==> src/rtl/byte_word_packer.sv <==
`default_nettype none
// ============================================================================
// Module   : byte_word_packer
// Purpose  : Packs a valid/ready byte stream into WIDTH-bit words, first byte
//            in the most significant slot. A message end (in_last) flushes a
//            partial word, leaving the unwritten low bytes as zero. Each
//            finished word is presented with a one-cycle load strobe that
//            drives the enable of the downstream capture register.
// Ports    : clk        - clock, rising edge
//            reset      - synchronous, active-high reset
//            in_valid   - upstream byte valid
//            in_data    - upstream byte
//            in_last    - final byte of a message, qualified by in_valid
//            in_ready   - a byte can be accepted this cycle
//            stall      - downstream not ready, holds the word and gates load
//            load       - one-cycle capture enable
//            word       - packed word, meaningful while load=1
//            short      - word was flushed early, meaningful while load=1
//            word_count - number of words emitted, modulo 2^CW
// Revision : 1.0 - initial release
// ============================================================================
module byte_word_packer #(
  parameter int WIDTH = 32,
  parameter int CW    = 8
) (
  input  logic             clk,
  input  logic             reset,
  input  logic             in_valid,
  input  logic [7:0]       in_data,
  input  logic             in_last,
  output logic             in_ready,
  input  logic             stall,
  output logic             load,
  output logic [WIDTH-1:0] word,
  output logic             short,
  output logic [CW-1:0]    word_count
);

  localparam int c_BYTES = WIDTH / 8;
  localparam int c_IW    = $clog2(c_BYTES);

  typedef enum logic [0:0] {
    S_FILL = 1'b0,
    S_EMIT = 1'b1
  } state_t;

  state_t           r_state;
  logic [c_IW-1:0]  r_idx;
  logic [WIDTH-1:0] r_word;
  logic             r_short;
  logic [CW-1:0]    r_count;

  logic             w_accept;
  logic             w_last_slot;
  logic [WIDTH-1:0] w_byte_placed;

  assign w_accept    = in_valid & (r_state == S_FILL);
  assign w_last_slot = (r_idx == c_IW'(c_BYTES - 1));

  // Slots not yet written are zero (cleared on every emit and on reset),
  // so the incoming byte can be OR-ed into place: shift it down from the
  // MSB slot by idx bytes.
  assign w_byte_placed = {in_data, {(WIDTH-8){1'b0}}} >> {r_idx, 3'b000};

  always_ff @(posedge clk) begin
    if (reset) begin
      r_state <= S_FILL;
      r_idx   <= '0;
      r_word  <= '0;
      r_short <= 1'b0;
      r_count <= '0;
    end else begin
      case (r_state)
        S_FILL: begin
          if (w_accept) begin
            r_word <= r_word | w_byte_placed;
            if (w_last_slot || in_last) begin
              r_state <= S_EMIT;
              r_idx   <= '0;
              r_short <= ~w_last_slot;
            end else begin
              r_idx   <= r_idx + 1'b1;
              r_short <= 1'b0;
            end
          end
        end
        S_EMIT: begin
          // While stalled, everything holds; otherwise this is the load cycle.
          if (!stall) begin
            r_state <= S_FILL;
            r_word  <= '0;
            r_short <= 1'b0;
            r_count <= r_count + 1'b1;
          end
        end
        default: begin
          r_state <= S_FILL;
        end
      endcase
    end
  end

  assign in_ready   = (r_state == S_FILL);
  assign load       = (r_state == S_EMIT) & ~stall;
  assign word       = r_word;
  assign short      = r_short;
  assign word_count = r_count;

endmodule
`default_nettype wire

==> config.mk <==
export PLATFORM = sky130hd
export DESIGN_NAME = byte_word_packer
export DESIGN_NICKNAME = d
export VERILOG_FILES = /design/src/rtl/byte_word_packer.sv
export SDC_FILE = /design/constraint.sdc
export NUM_CORES = 1
export LEC_CHECK = 0
export BUFFER_PORTS_ARGS = -buffer_cell sky130_fd_sc_hd__buf_2
export CAP_MARGIN = 20
export CORE_ASPECT_RATIO = 0.6
export CORE_MARGIN = 2
export CORE_UTILIZATION = 40
export CTS_CLUSTER_SIZE = 25
export DETAILED_ROUTE_END_ITERATION = 10
export HOLD_SLACK_MARGIN = 0.06
export PLACE_DENSITY = 0.72
export SYNTH_ARGS = -nofsm -noshare
export SYNTH_HDL_FRONTEND = slang
export SYNTH_SLANG_ARGS = --single-unit
export TNS_END_PERCENT = 30
==> constraint.sdc <==
create_clock -name clk -period 1.1 [get_ports clk]
set_input_delay 0.22 -clock clk [delete_from_list [all_inputs] [get_ports clk]]
set_output_delay 0.22 -clock clk [all_outputs]
set_load 0.005 [all_outputs]
==> results.txt, run 1 <==
The flow ran to the end, but the final reports show violations. The final reports fail on setup timing. The max-slew violation count is 0. Setup violations remaining at the end of the flow were counted as 46.

In this run the clock root is driven by a clkbuf_8. The xor/xnor share of the synthesized area came out at 1.08%. The starting density of the core came out at 42.9%. The placement-stage worst setup slack came out at -122 ps.

The synthesized cell area is 1620 sq um. The setup path with the least slack is of type reg2out. The number of nets produced by synthesis came out at 191. The power share of the clock group is 37.8%. The first global-routing pass estimated 6770 um of wire. The synthesized netlist devotes 16.0% of its cell area to compound gates. Setup repair after global routing could not meet its margin everywhere. Of the available clock period, the critical path in the final layout requires 125%. The number of iterations in the first detailed-routing pass came out at 4.

TritonCTS built the clock tree. The count of filler cells inserted in the layout is 297. The smallest hold slack came out at 149 ps. The critical path required time came out at 880 ps. The clock insertion delay at the later pin of the skew report came out at 300 ps. The fraction of power spent switching nets is 24.3%. The total wirelength of the detailed-routed design came out at 4690 um. The final worst slack came out at -271 ps. The die is 86.0 um wide.

The maximum fanout encountered on the critical timing path is 2. Based on the critical path, the design can be clocked at up to 729 MHz. The H-tree was split into 2 levels. After synthesis, the largest family of logic cells by area is simple AND/OR/NAND/NOR gates. In this run the vertical extent of the chip is 53.2 um. Cells with a size suffix above 1 make up 50.2% of the layout.

After synthesis, the share of cell area in mux cells is 1.32%. The count of different cell masters after synthesis came out at 32. VDD sags by at most 707 uV. The sequential fraction of the synthesis area is 54.5%. The area of the placeable core came out at 3760 sq um.

The number of synthesized register bits is 44. The reported max-cap violation count came out at 0. The final worst clock skew is 6.14 ps.

Buffers inserted during clock tree synthesis total 5. The number of endpoints with negative hold slack in the final report came to 0. In this run the tightest slew margin relative to its limit is 81.2%. The routed wirelength normalized by instance count came out at 15.4 um. The static power due to leakage came out at 0.00113 uW. The number of I/O port buffers is 55.

The floorplan has 17 rows. The endpoint class of the critical path is an output pin. Global routing used 19.6% of the available tracks across all layers. During synthesis, Yosys emitted a total of 0 warnings.

The sequential share of power came out at 50.8%. The clock passes through at most 2 buffers. The DRC marker count from the first detailed-route iteration came out at 91. The non-filler instance count after layout is 304. The I/O pin count came out at 56. The critical path data arrival time is 1150 ps. The quantity of hold-fixing buffers added after cts came out at 0.

Summing all placed instances gives a cell area of 2090 sq um. The fraction of the mapped netlist area in adder cells came out at 1.55%. The total number of vias came out at 1607. Of the total power, combinational logic draws 11.4%. The proportion of register bits with asynchronous set or reset after synthesis came out at 0%. The sum of overflow across all layers after global routing came out at 0. The total clock sinks came out at 44. The post-layout net count is 271.

The class of the most critical hold timing path is in2reg. The pin slew with the least headroom to its limit came out at 279 ps. Of the total synthesized cell area, the portion taken by AND, OR, NAND and NOR gates is 20.6%.

The die outline area came out at 4580 sq um. Summing all multi-input logic gate instances after layout gives 757 sq um. From synthesis to final layout, the design area changed by 52.5%. The sequential standard cell area is 905 sq um. The total negative slack for setup checks is -5360 ps.

Dividing the detail-routed via count by the number of cells gives 5.29. The initial antenna violation count is 0. The final cell area excluding filler cells came out at 2460 sq um. The congestion estimate from routability-driven global placement came to 0.832. The via count of the first global-routing pass came out at 1425. The switching power total came out at 791 uW.

The per-instance average area after synthesis came out at 9.18 sq um. The post-route DRC violation count is 0. After layout, the minimum clock period comes to 1370 ps.

After clock tree synthesis, the clock-pin slew on the worst setup and hold paths is 90 ps. The most common flop cell mapped by yosys is dfxtp_1. Once detailed placement completed, the half-perimeter wirelength came to 2870 um.

Entering global routing, the biggest net connects 18 pins. The cell count after synthesis is 176. The number of nets with antenna violations after routing is 0.

The number of instances in the placed design is 288. Dividing total power by cell area gives a power density of 1320 nW/um^2. The count of flip-flops with a built-in enable after synthesis is 0. The internal power of the cells totals 2460 uW. The antenna diode count is 0. STA classifies the critical path startpoint as a flop.
routing by layer:
layer	global-route usage (%)	up-vias	routed length (um)
met5	0	-	0
met4	6.08	0	38
met3	5.93	5	301
met2	29.5	40	2070
met1	27.0	793	2280
li1	-	769	-
Yosys cell counts (all sizes together), types with 3 or more instances:
library cell	n	area share, %
nor2	36	8.4
nand2	4	0.93
and4bb	3	2.3
dfxtp	44	55
nand3b	3	2.2
a21oi	39	12
o31ai	3	1.4
inv	7	1.6
buf	6	2.2
clkbuf	4	1.0
or4	3	1.4
cell type report:
class,instances,share of cell area (%)
clock buffer,7,4.37
timing repair buffer,83,24.3
multi-input combinational,115,30.7
sequential,44,36.7
inverter,7,1.17
tap,47,2.39
clock inverter,1,0.356
registers in the layout, summed over array words and instances (netlist names):
| name | count |
|---|---|
| word | 32 |
| word_count | 8 |
| r_idx | 2 |
| r_state | 1 |
| short | 1 |
power groups by stage:
stage / clock network, uW / logic [uW] / registers [uW]
final: 1230 / 371 / 1650
after global routing: 1290 / 401 / 1650
after CTS: 1230 / 326 / 1650
after detailed placement: 0 / 272 / 1700
after global placement: 0 / 266 / 1690
after floorplan: 0 / 143 / 1690
per-stage QoR:
stage,power (uW),utilization [%]
floorplan,1840,-
detailed placement,1970,55.6
global placement,1960,55.6
global route,3350,65.4
finish,3250,65.4
CTS,3200,62.6
path summary, 6_finish.rpt:
| check | from | slack, ps | cells past startpoint | end |
|---|---|---|---|---|
| worst min register to register | word[6] | 450 | 2 | word[6] |
| worst max-delay path | r_state | -270 | 4 | load |
| worst max register to register | r_state | -200 | 7 | word_count[1] |
| worst min-delay path | reset | 150 | 2 | r_idx[1] |
cells by family after synthesis:
logic type	Yosys count
AND/OR/NAND/NOR	61
multiplexers	2
AO/OA/AOI/OAI	48
flip-flops	44
adder cells (fa/ha/maj)	2
XOR/XNOR	2
buffers and inverters	17
critical path, cell delays in order, from the launching register on:
cell and delay (ps):
dfxtp_2 330, or2b_1 260, inv_2 80, buf_6 100, buf_6 80
what timing repair did:
item | CTS | global route
resized for setup | 27 | 14
setup endpoints to repair | 48 | 49
cloned | 1 | 2
buffers inserted | 4 | 2
pin swaps | 5 | 4
layout by cell type (no fill, tap or decap), types with 4 or more instances in the layout:
| master | n |
|---|---|
| dfxtp_4 | 5 |
| nor2_1 | 35 |
| buf_2 | 52 |
| clkbuf_8 | 6 |
| a21oi_1 | 28 |
| dfxtp_1 | 35 |
| buf_6 | 10 |
| dfxtp_2 | 4 |
| inv_1 | 4 |
| buf_4 | 17 |
| a21oi_2 | 11 |
Note: power is estimated with default switching activity, not from simulation.
==> inputs of run 2 (changes only) <==
--- a/config.mk
+++ b/config.mk
@@ -17,4 +17,3 @@
 export SYNTH_ARGS = -nofsm -noshare
 export SYNTH_HDL_FRONTEND = slang
 export SYNTH_SLANG_ARGS = --single-unit
-export TNS_END_PERCENT = 30
==> run 2 against run 1 <==
The run still ends with setup timing left. Sequential share of layout area down 2.6 points. Setup slack worse by 58 ps. First-iteration DRC count rose by 20%. Critical path type unchanged. Largest cell class unchanged. Cell area grew 7.7%. Critical path depth stayed put. Worst hold slack got worse by 2.6 ps.
==> results.txt, run 2 (synthesized netlist as in run 1, its figures left out) <==
The peak supply drop came out at 713 uV. The post-route DRC violation count came out at 0. The number of nets with antenna violations after routing came out at 0. The cell type with the highest occurrence count on the critical path is buf_6. The antenna diode count is 0. The die is 86.0 um wide. The max-slew violation count is 0. From synthesis to final layout, the design area changed by 64.2%. The class of the most critical hold timing path is in2reg. On the worst path, the slowest cell contributes a delay of 360 ps.

The first detailed-routing pass ran for 4 iterations. The shortest clock period the worst path allows after layout is 1430 ps. After detailed routing, the number of vias per cell comes to 5.51. Setup repair after global routing could not meet its margin everywhere. The critical path's slowest cell is dfxtp_4. In this run, the number of DRC markers left after iteration 0 of detailed routing was 109.

For this run, the number of standard cells in the final layout without fillers is 312. The number of flip-flops under the largest register name came out at 32. The total wirelength of the detailed-routed design is 5780 um. Counting along the longest clock path gives a buffer depth of 2. The kind of cell with the highest combined delay along the critical path is flip-flops. At the pin with the least slew margin, the transition time is 281 ps. The post-route netlist has 55.8% of its cells at a drive strength greater than 1. The total negative slack for setup checks is -9780 ps. The achievable clock frequency is 699 MHz.

The number of clock buffers added by TritonCTS is 5. The tool flagged a number of max-cap violations equal to 0. The final clock period utilization by the worst path is 130%.

The critical path data arrival time came out at 1210 ps. The chip height came out at 53.2 um. The number of instances in the placed design is 285.

The area of the placeable core is 3760 sq um. STA puts the critical path data required time at 880 ps. Summing over every cut layer, the via total after detailed routing is 1718.

The maximum fanout encountered on the critical timing path is 2. The static power due to leakage came out at 0.00120 uW. The number of I/O port buffers came out at 55. In the layout the commonest cells are buf_2 (47), nor2_1 (35), dfxtp_1 (34). The final number of setup-violating endpoints came out at 51. The number of rows in the core area is 17. TritonCTS built the clock tree. The clock insertion delay at the later pin of the skew report is 300 ps. During I/O placement, the number of pins put on the boundary was 56. The wire length of the first global-routing pass came out at 8930 um. The routed wirelength normalized by instance count is 18.5 um. Traced cell by cell, the critical path runs through or2b_1 > inv_2 > buf_6 > buf_6. The via count of the first global-routing pass came out at 1782.

The total global routing track utilization is 26.1%. The initial antenna violation count came out at 0. The clock-pin slew of the registers on the worst-case setup and hold paths is 90 ps. The tree is rooted in a clkbuf_8. The power density relative to cell area came out at 1280 nW/um^2.

STA classifies the critical path endpoint as an output pin. The count of filler cells inserted in the layout came out at 235. The checks that failed: setup timing.

The die outline area came out at 4580 sq um. The placed wire-length estimate after detailed placement came out at 3030 um. The worst-case headroom to the max-slew limit is 81.1%. The level count of the clock H-tree is 2. The completed layout was analyzed and its total power is 3400 uW. The run finished, with violations left.

The worst setup path is launched from a flop. Setup slack on the critical path of the routed design comes to -330 ps. The number of endpoints with negative hold slack in the final report is 0. The worst setup path is of the reg2out kind. The starting density of the core came out at 42.9%. The final worst clock skew is 6.97 ps. At the end of the flow, the number of nets in the layout was 279.

At the end of routability-driven placement, the weighted congestion stood at 0.807. The most frequent standard cell in the layout excluding fill and tap cells is buf_2. Entering global routing, the biggest net connects 16 pins.

The buffer and inverter count on the worst path is 3. The sum of overflow across all layers after global routing is 0. The total clock sinks is 44.
-- run 2: cell types whose count changed in the layout (fill, tap and decap cells not counted), sizes merged --
| cell | delta |
|---|---|
| buf | +9 |
| bufbuf | +1 |
| bufinv | +1 |
| clkbuf | -4 |
| clkinv | -1 |
| inv | +2 |
-- run 2: layer usage --
layer	track usage, %	routed length [um]
met1	34.7	2520
met2	41.1	2690
met3	6.55	437
met4	9.79	122
met5	0	0
-- run 2: timing repair --
item | in CTS | in global routing
cloned | 3 | 0
hold buffers | 0 | 0
resized for setup | 55 | 7
endpoints found under the setup margin | 49 | 53
setup buffers | 15 | 3
pin swaps | 26 | 4
endpoints found under the hold margin | 0 | 0
-- run 2: report_power, final --
group          switching (uW)  internal, uW  leakage [uW]
Clock                     598           686     0.0000591
Sequential               34.2          1620      0.000363
Combinational             216           245      0.000783
Total                     848          2560       0.00120
-- run 2: final timing paths --
check,from,end,slack [ps],depth (start not counted)
worst max register to register,r_state,word_count[6],-300,4
worst min register to register,word[2],word[2],460,2
worst max-delay path,r_state,load,-330,4
worst min-delay path,reset,r_idx[1],150,2
-- run 2: stage by stage --
stage	setup slack, ps	hold slack [ps]	instance area, sq um	util, %
final	-330	147	2650	70.5
after floorplan	-86.6	347	1680	-
after CTS	-279	150	2630	69.9
after detailed placement	-151	441	2080	55.3
after global placement	-115	434	2080	55.3
after global routing	-362	166	2650	70.5
-- run 2: layout make-up --
class / count / area [sq um] / area share, %
Sequential cell: 44 / 906 / 34.2
Tap cell: 47 / 58.8 / 2.22
Multi-Input combinational cell: 115 / 806 / 30.4
Timing Repair Buffer: 91 / 739 / 27.9
Clock inverter: 3 / 45.0 / 1.70
Inverter: 7 / 28.8 / 1.08
Clock buffer: 5 / 68.8 / 2.59
